--- src/rtl/gpio_bus_slave.sv ---
// rtl/gpio_bus_slave.sv - GPIO register responder between the core data bus and one GPIO port
// Optional edge-detect interrupt block built when GPIO_IRQ_EN is defined.
module gpio_bus_slave #(
    parameter int WIDTH = 16
) (
    input  logic             i_clk,
    input  logic             i_rst_n,
    input  logic [2:0]       i_addr,
    input  logic             i_we,
    input  logic [WIDTH-1:0] i_wdata,
    input  logic             i_re,
    output logic [WIDTH-1:0] o_rdata,
    output logic             o_rvalid,
    output logic [WIDTH-1:0] o_dir,
    output logic [WIDTH-1:0] o_dout,
    input  logic [WIDTH-1:0] i_din,
    output logic             o_irq
);

    localparam logic [2:0] ADDR_DIR     = 3'd0;
    localparam logic [2:0] ADDR_OUT     = 3'd1;
    localparam logic [2:0] ADDR_IN      = 3'd2;
    localparam logic [2:0] ADDR_RISE_EN = 3'd3;
    localparam logic [2:0] ADDR_FALL_EN = 3'd4;
    localparam logic [2:0] ADDR_STATUS  = 3'd5;

    logic [WIDTH-1:0] dir_q;
    logic [WIDTH-1:0] out_q;
    logic [WIDTH-1:0] din_q;
    logic [WIDTH-1:0] rd_mux;

    assign o_dir  = dir_q;
    assign o_dout = out_q;

    // Core registers and the input sampling stage
    always_ff @(posedge i_clk) begin
        if (!i_rst_n) begin
            dir_q <= '0;
            out_q <= '0;
            din_q <= '0;
        end else begin
            din_q <= i_din;
            if (i_we && i_addr == ADDR_DIR) dir_q <= i_wdata;
            if (i_we && i_addr == ADDR_OUT) out_q <= i_wdata;
        end
    end

`ifdef GPIO_IRQ_EN
    logic [WIDTH-1:0] din_prev;
    logic [WIDTH-1:0] rise_en_q;
    logic [WIDTH-1:0] fall_en_q;
    logic [WIDTH-1:0] status_q;
    logic [WIDTH-1:0] edge_set;
    logic [WIDTH-1:0] w1c_mask;

    // Enabled edge events; a new event beats a simultaneous W1C on the same bit
    always_comb begin
        edge_set = (rise_en_q & din_q & ~din_prev) | (fall_en_q & ~din_q & din_prev);
        w1c_mask = (i_we && i_addr == ADDR_STATUS) ? i_wdata : '0;
    end

    // Edge-detect history, enable masks and pending status
    always_ff @(posedge i_clk) begin
        if (!i_rst_n) begin
            din_prev  <= '0;
            rise_en_q <= '0;
            fall_en_q <= '0;
            status_q  <= '0;
        end else begin
            din_prev <= din_q;
            if (i_we && i_addr == ADDR_RISE_EN) rise_en_q <= i_wdata;
            if (i_we && i_addr == ADDR_FALL_EN) fall_en_q <= i_wdata;
            status_q <= (status_q & ~w1c_mask) | edge_set;
        end
    end

    assign o_irq = |status_q;

    // Read data selection from current (pre-write) register values
    always_comb begin
        rd_mux = '0;
        case (i_addr)
            ADDR_DIR:     rd_mux = dir_q;
            ADDR_OUT:     rd_mux = out_q;
            ADDR_IN:      rd_mux = din_q;
            ADDR_RISE_EN: rd_mux = rise_en_q;
            ADDR_FALL_EN: rd_mux = fall_en_q;
            ADDR_STATUS:  rd_mux = status_q;
            default:      rd_mux = '0;
        endcase
    end
`else
    assign o_irq = 1'b0;

    // Read data selection; interrupt addresses read as zero in this build
    always_comb begin
        rd_mux = '0;
        case (i_addr)
            ADDR_DIR: rd_mux = dir_q;
            ADDR_OUT: rd_mux = out_q;
            ADDR_IN:  rd_mux = din_q;
            default:  rd_mux = '0;
        endcase
    end
`endif

    // Registered read response; rdata holds its value between reads
    always_ff @(posedge i_clk) begin
        if (!i_rst_n) begin
            o_rdata  <= '0;
            o_rvalid <= 1'b0;
        end else begin
            o_rvalid <= i_re;
            if (i_re) o_rdata <= rd_mux;
        end
    end

endmodule
--- config.mk ---
export PLATFORM = sky130hd
export DESIGN_NAME = gpio_bus_slave
export DESIGN_NICKNAME = d
export VERILOG_FILES = /design/src/rtl/gpio_bus_slave.sv
export SDC_FILE = /design/constraint.sdc
export NUM_CORES = 1
export LEC_CHECK = 0
export ABC_CLOCK_PERIOD_IN_PS = 1380
export BUFFER_PORTS_ARGS = -buffer_cell sky130_fd_sc_hd__buf_2
export CAP_MARGIN = 25
export CORE_MARGIN = 5
export CORE_UTILIZATION = 40
export CTS_CLUSTER_SIZE = 24
export DETAILED_ROUTE_END_ITERATION = 16
export PLACE_DENSITY = 0.71
export SYNTH_ARGS = -nofsm -noshare
export SYNTH_HDL_FRONTEND = slang
export SYNTH_SLANG_ARGS = --single-unit
export TNS_END_PERCENT = 20
--- constraint.sdc ---
create_clock -name i_clk -period 1.38 [get_ports i_clk]
set_input_delay 0 -clock i_clk [delete_from_list [all_inputs] [get_ports i_clk]]
set_output_delay 0 -clock i_clk [all_outputs]
set_load 0.005 [all_outputs]
==> flow_summary.ini, run 1 <==
[floorplanning]
io_pins = 89
start_util_pct = 40.9
core_um2 = 6350
die_area_um2 = 8210
rows = 29
die_w_um = 90.6
die_y_um = 90.6

[synthesis]
syn-num-nets = 330
synth_edf_count = 0
yosys.area_share.simple_pct = 23.0
yosys.area.top_type = dfxtp_1
synth_top_flop_cell = dfxtp_1
ys_ff_latch = 65
synthesis.area_um2 = 2600
synthCells = 291
yosysTopAreaCellShare_pct = 50.0
yosys-top-cells-area = dfxtp_1, nand2_1, a21oi_1, mux2_2, a221oi_1
synth_async_sr_flop_share_pct = 0
synth_top_family_by_area = simple AND/OR/NAND/NOR gates
synthTopCellsByCount = dfxtp_1, nand2_1, a21oi_1
synth_area_per_cell_um2 = 8.93
yosys_warnings = 0
synth_compound_area_share_pct = 14.6
synth_cell_type_count = 19
synth_fa_ha_area_share_pct = 0
synthMuxAreaShare_pct = 6.93
ys_seq_area_share_pct = 50.0
synth_xor_area_share_pct = 0

[placed_design]
place_area_um2 = 3150
portBuffers = 87
place_hpwl_mm = 5.14
gp_congestion = 0.752

[sta]
fin_crit_ns = 1.07
tns_ns = 0
finalHoldViolCount = 0
fin_skew_ns = 0.00901
setup_violations = 0
slew_viol_final = 0
worst_pin_slew_ns = 0.603
slew_headroom_pct = 59.7
period_share_pct = 77.2
rsz0062_at_grt = no
finalHoldWorstSlack_ns = 0.0707
fmax_ghz = 0.938

[layout]
fin_util_pct = 57.9
drive_gt1_share_pct = 31.9
n_antenna_cell = 0
nets = 451
areaGrowthSynthToFinish_pct = 41.4
design_area_um2 = 3680

[outcome]
outcome = finished, final reports clean

[routing]
drc = 0
wire_per_inst_um = 16.0
drt_iter0_drc = 102
vias_per_cell = 5.09
vias = 2514
firstDrtPassIters = 4
ant_nets = 0
drt_wl_total_mm = 7.91

[grt]
grt_pass1_wl_mm = 13.1
grt.overflow.total = 0
first_global_vias = 2619
grt_max_degree = 26
antenna_found_initial = 0
grt_usage_pct = 19.6

[setup_path]
crit_path_max_fanout = 3
path_buf_inv = 0
start_kind = flip-flop
critical_path_class = reg -> reg
worstPathRequired_ns = 1.59
cp-end-kind = flip-flop
cp_cell_sequence = mux2_2 -> a221oi_1 -> nor3_1
startpoint = o_dir[6]$_SDFFE_PN0P_
critical_path_arrival_ns = 1.28
reg2reg_from = o_dir[6]$_SDFFE_PN0P_
crit_family = flip-flops
crit_slowest_cell = dfxtp_1
max_stage_delay_ns = 0.32

[min_path]
hold_start = i_re
hold_class = in -> reg

[clocking]
tritoncts = yes
cts_sinks = 65
cts_buffers = 9
path_clk_slew_ns = 0.07
clockBufferDepth = 2
cts-root-buf = clkbuf_8
htree_levels = 3
cts_resized = 0
clock_latency_ns = 0.34

[power_and_ir_drop]
p_per_area_nw_per_um2 = 1100
leakagePower_uw = 0.00158
vdd_drop_max_v = 0.000591
total_power_uw = 4030

[flow_run]
max-cap-violations = 0
## through the flow
step                      cells  setup WS (ns)
after floorplan             291          0.357
after global placement      446          0.200
after detailed placement    446          0.164
after CTS                   494          0.299
final                       494          0.314
after global routing        494          0.212
## state kept, by name (all words and copies together), names as in the netlist
register and flops:
o_dir 16, o_dout 16, din_q 16, o_rdata 16, o_rvalid 1
## metal layers
metal / part of all wire [%] / GRT usage, %
met1: 44 / 24.2
met4: 1.6 / 9.93
met5: 0 / 0
met2: 49 / 32.7
met3: 5.9 / 3.42
## power breakdown
group          total [uW]  switching (uW)  internal, uW
Clock                1670             685           982
Sequential           1950            24.0          1930
Combinational         417             200           218
## worst reg2reg max path: stages, from the launching register on
cell	delay [ns]
dfxtp_1	0.32
mux2_2	0.26
a221oi_1	0.29
nor3_1	0.08
## layout by cell type, fill, tap and decap left out, types with 2 or more instances in the layout
| master | synthesis | layout |
|---|---|---|
| inv_1 | 2 | 2 |
| buf_12 | 0 | 2 |
| nand2_1 | 65 | 65 |
| clkbuf_1 | 10 | 2 |
| a221oi_1 | 16 | 16 |
| and2_1 | 17 | 17 |
| a21oi_1 | 48 | 48 |
| dlygate4sd3_1 | 0 | 32 |
| dfxtp_1 | 65 | 65 |
| mux2_2 | 16 | 16 |
| buf_4 | 3 | 12 |
| clkbuf_8 | 0 | 12 |
| nor2b_1 | 18 | 18 |
| buf_2 | 5 | 87 |
| nor3_1 | 16 | 16 |
## cells by family (layout without fill, tap and decap cells)
| group | Yosys count | after routing |
|---|---|---|
| flops | 65 | 65 |
| simple gates | 120 | 120 |
| compound gates | 64 | 64 |
| mux | 16 | 16 |
| buf+inv | 25 | 151 |
| other cells | 1 | 1 |
## area by class of cell
class                           count  area [um2]
Clock buffer                       14         173
Multi-Input combinational cell    201        1180
Clock inverter                      2        35.0
Sequential cell                    65        1300
Tap cell                           77        96.3
Timing Repair Buffer              133         886
Inverter                            2        7.51
Fill cell                         553        2670
## final timing paths
kind	endpoint	slack, ns	cells after the start
worst max-delay path	o_rdata[6]$_SDFFE_PN0P_	0.31	3
worst min-delay path	o_rdata[15]$_SDFFE_PN0P_	0.07	4
worst max register to register	o_rdata[6]$_SDFFE_PN0P_	0.31	3
worst min register to register	o_dir[6]$_SDFFE_PN0P_	0.47	2
## timing repair
action,CTS,global route
setup buffers,0,0
hold buffers,32,0
endpoints found under the hold margin,48,0
Power figures use the tool's default switching activity.
==> inputs of run 2 (changes only) <==
--- a/config.mk
+++ b/config.mk
@@ -5,7 +5,8 @@
 export SDC_FILE = /design/constraint.sdc
 export NUM_CORES = 1
 export LEC_CHECK = 0
-export ABC_CLOCK_PERIOD_IN_PS = 1380
+export ABC_AREA = 1
+export ABC_CLOCK_PERIOD_IN_PS = 1100
 export BUFFER_PORTS_ARGS = -buffer_cell sky130_fd_sc_hd__buf_2
 export CAP_MARGIN = 25
 export CORE_MARGIN = 5
==> constraint.sdc (replaced) <==
create_clock -name i_clk -period 1.1 [get_ports i_clk]
set_input_delay 0 -clock i_clk [delete_from_list [all_inputs] [get_ports i_clk]]
set_output_delay 0 -clock i_clk [all_outputs]
set_load 0.005 [all_outputs]
==> run 2 against run 1 <==
  * Count of clock-buffer cells in the layout is 2 lower
  * Sequential share of layout area is 1.1 points lower
  * Combinational power is 38% higher
  * Synthesized cell count is 18% higher
  * Sequential power is 28% higher
  * Design area is 3.3% higher
  * Clock skew is 0.00096 ns lower
  * Worst hold slack better by 0.024 ns
  * Highest routed layer unchanged
==> flow_summary.ini, run 2 <==
[routing]
vias_per_cell = 4.90
wire_per_inst_um = 13.4
vias = 2707
drc = 0
drt_iter0_drc = 151
firstDrtPassIters = 5
ant_nets = 0
drt_wl_total_mm = 7.41

[sta]
finalHoldViolCount = 0
fmax_ghz = 0.933
setup_violations = 0
slew_headroom_pct = 55.6
rsz0062_at_grt = no
slew_viol_final = 0
fin_crit_ns = 1.07
fin_skew_ns = 0.00805
tns_ns = 0
worst_pin_slew_ns = 0.665
finalHoldWorstSlack_ns = 0.0942
period_share_pct = 97.4

[synthesis]
synth_cell_type_count = 22
synth_area_per_cell_um2 = 7.92
ys_ff_latch = 65
yosys_warnings = 0
synthTopCellsByCount = dfxtp_1, nand2_1, nand3_1
ys_seq_area_share_pct = 48.0
syn-num-nets = 381
synth_edf_count = 0
synthCells = 342
yosysTopAreaCellShare_pct = 48.0
yosys.area.top_type = dfxtp_1
synth_async_sr_flop_share_pct = 0
synthesis.area_um2 = 2710
synth_top_flop_cell = dfxtp_1
yosys-top-cells-area = dfxtp_1, nand3_1, nand2_1, inv_1, a21oi_1
yosysMostFrequentCell = dfxtp_1

[grt]
grt.overflow.total = 0
first_global_vias = 2702
grt_pass1_wl_mm = 12.4
grt_use_met2_pct = 32.1
antenna_found_initial = 0
use_met1_pct = 21.6
grt_max_degree = 40
grt_usage_pct = 18.4
grt.busiest_layer = met2
met3_usage_pct = 6.09

[layout]
regArea_um2 = 1300
multi_input_area_um2 = 1080
fin_util_pct = 56.8
final_common_cell = buf_2
design_area_um2 = 3800
most-common-layout-cells = buf_2, dfxtp_1, nand2_1, nand3_1, dlygate4sd3_1
n_antenna_cell = 0
drive_gt1_share_pct = 29.4
areaGrowthSynthToFinish_pct = 40.1
nets = 506
fillers = 613

[setup_path]
crit_slowest_cell = dlygate4sd3_1
path_buf_inv = 4
cp_cell_sequence = dlygate4sd3_1 -> buf_2 -> nand2_1 -> dlygate4sd3_1 -> inv_1
crit_family = buffers and inverters
cpMostUsedCell = dlygate4sd3_1
critical_path_class = in -> reg
max_stage_delay_ns = 0.56
cp-end-kind = flip-flop
start_kind = primary input
critical_path_arrival_ns = 1.31
crit_path_max_fanout = 1
worstPathRequired_ns = 1.34

[flow_run]
max-cap-violations = 0

[placed_design]
portBuffers = 87
place_area_um2 = 3160
place_hpwl_mm = 5.23
gp_congestion = 0.919

[clocking]
clockBufferDepth = 2
cts-root-buf = clkbuf_8
cts_sinks = 65
postCtsSetupBuffers = 0
path_clk_slew_ns = 0.06
cts_buffers = 9
htree_levels = 3
clock_latency_ns = 0.34
tritoncts = yes

[power_and_ir_drop]
p_per_area_nw_per_um2 = 1360
leakagePower_uw = 0.00176
vdd_drop_max_v = 0.00116

[outcome]
outcome = finished, final reports clean

[floorplanning]
die_area_um2 = 8520
core_um2 = 6680
rows = 30
die_y_um = 92.3
die_w_um = 92.3
io_pins = 89
start_util_pct = 40.6

[min_path]
hold_class = in -> reg
-- run 2: cell types whose count changed in the layout (fill, tap and decap cells not counted), moves of 12 or more --
cell      previous run  this run
nor2b_1             18         0
inv_1                2        35
a221oi_1            16         0
o21ai_0              0        12
nand2_1             65        49
nand3_1              0        48
a21oi_1             48        23
and2_1              17         0
nor2_1               0        22
nand4_1              0        16
nor3_1              16         0
mux2_2              16         0
o21ai_1              0        20
-- run 2: stage by stage --
step | cells | total power (uW) | setup WS, ns
floorplan | 342 | 2810 | 0.296
global placement | 494 | 2990 | 0.144
detailed placement | 494 | 3000 | 0.125
CTS | 552 | 5240 | 0.0700
global route | 552 | 5430 | 0.00587
finish | 552 | 5180 | 0.0284
-- run 2: cells by family (layout without fill, tap and decap cells) --
kind of cell | count (synthesis) | count (layout) | share of synthesized area (%)
AND/OR/NAND/NOR | 148 | 148 | 26.6
flip-flops | 65 | 65 | 48.0
buffers and inverters | 64 | 194 | 12.2
AO/OA/AOI/OAI | 64 | 64 | 13.1
other | 1 | 1 | 0.138
-- run 2: layout make-up --
| cell class | instances | share of cell area [%] |
|---|---|---|
| flip-flops and latches | 65 | 34.3 |
| multi-input cells | 213 | 28.4 |
| repair buffers | 140 | 25.0 |
| clock buffers | 12 | 4.35 |
| inverters | 38 | 3.96 |
| well taps | 80 | 2.64 |
| clock inverters | 4 | 1.32 |
-- run 2: what timing repair did --
item / in CTS / in global routing
hold endpoints to repair: 49 / 0
resized for setup: 0 / 0
setup endpoints to repair: 0 / 0
hold buffers: 42 / 0
-- run 2: power by group --
part | internal [uW] | total (uW) | switching, uW
registers | 2440 | 2490 | 51.6
clock network | 1230 | 2120 | 888
logic | 281 | 574 | 293
total | 3940 | 5180 | 1230
-- run 2: worst paths after layout --
kind,end,cells after the start,startpoint,slack [ns]
setup reg to reg,o_rdata[14]$_SDFFE_PN0P_,4,o_dout[14]$_SDFFE_PN0P_,0.24
setup / recovery,din_q[14]$_SDFF_PN0_,5,i_din[14],0.03
hold reg to reg,o_rdata[0]$_SDFFE_PN0P_,2,o_rdata[0]$_SDFFE_PN0P_,0.46
hold / removal,o_rvalid$_SDFF_PN0_,4,i_re,0.09
-- run 2: worst min-delay path: cells and delay by family --
family | cells | cell delay, ns
and+or+nand+nor | 1 | 0.07
buffers and inverters | 3 | 0.33
-- run 2: layer usage --
metal / vias up / part of all wire [%]
met5: - / 0
met4: 0 / 1.1
met1: 1233 / 42
li1: 1375 / -
met3: 8 / 7.7
met2: 91 / 50
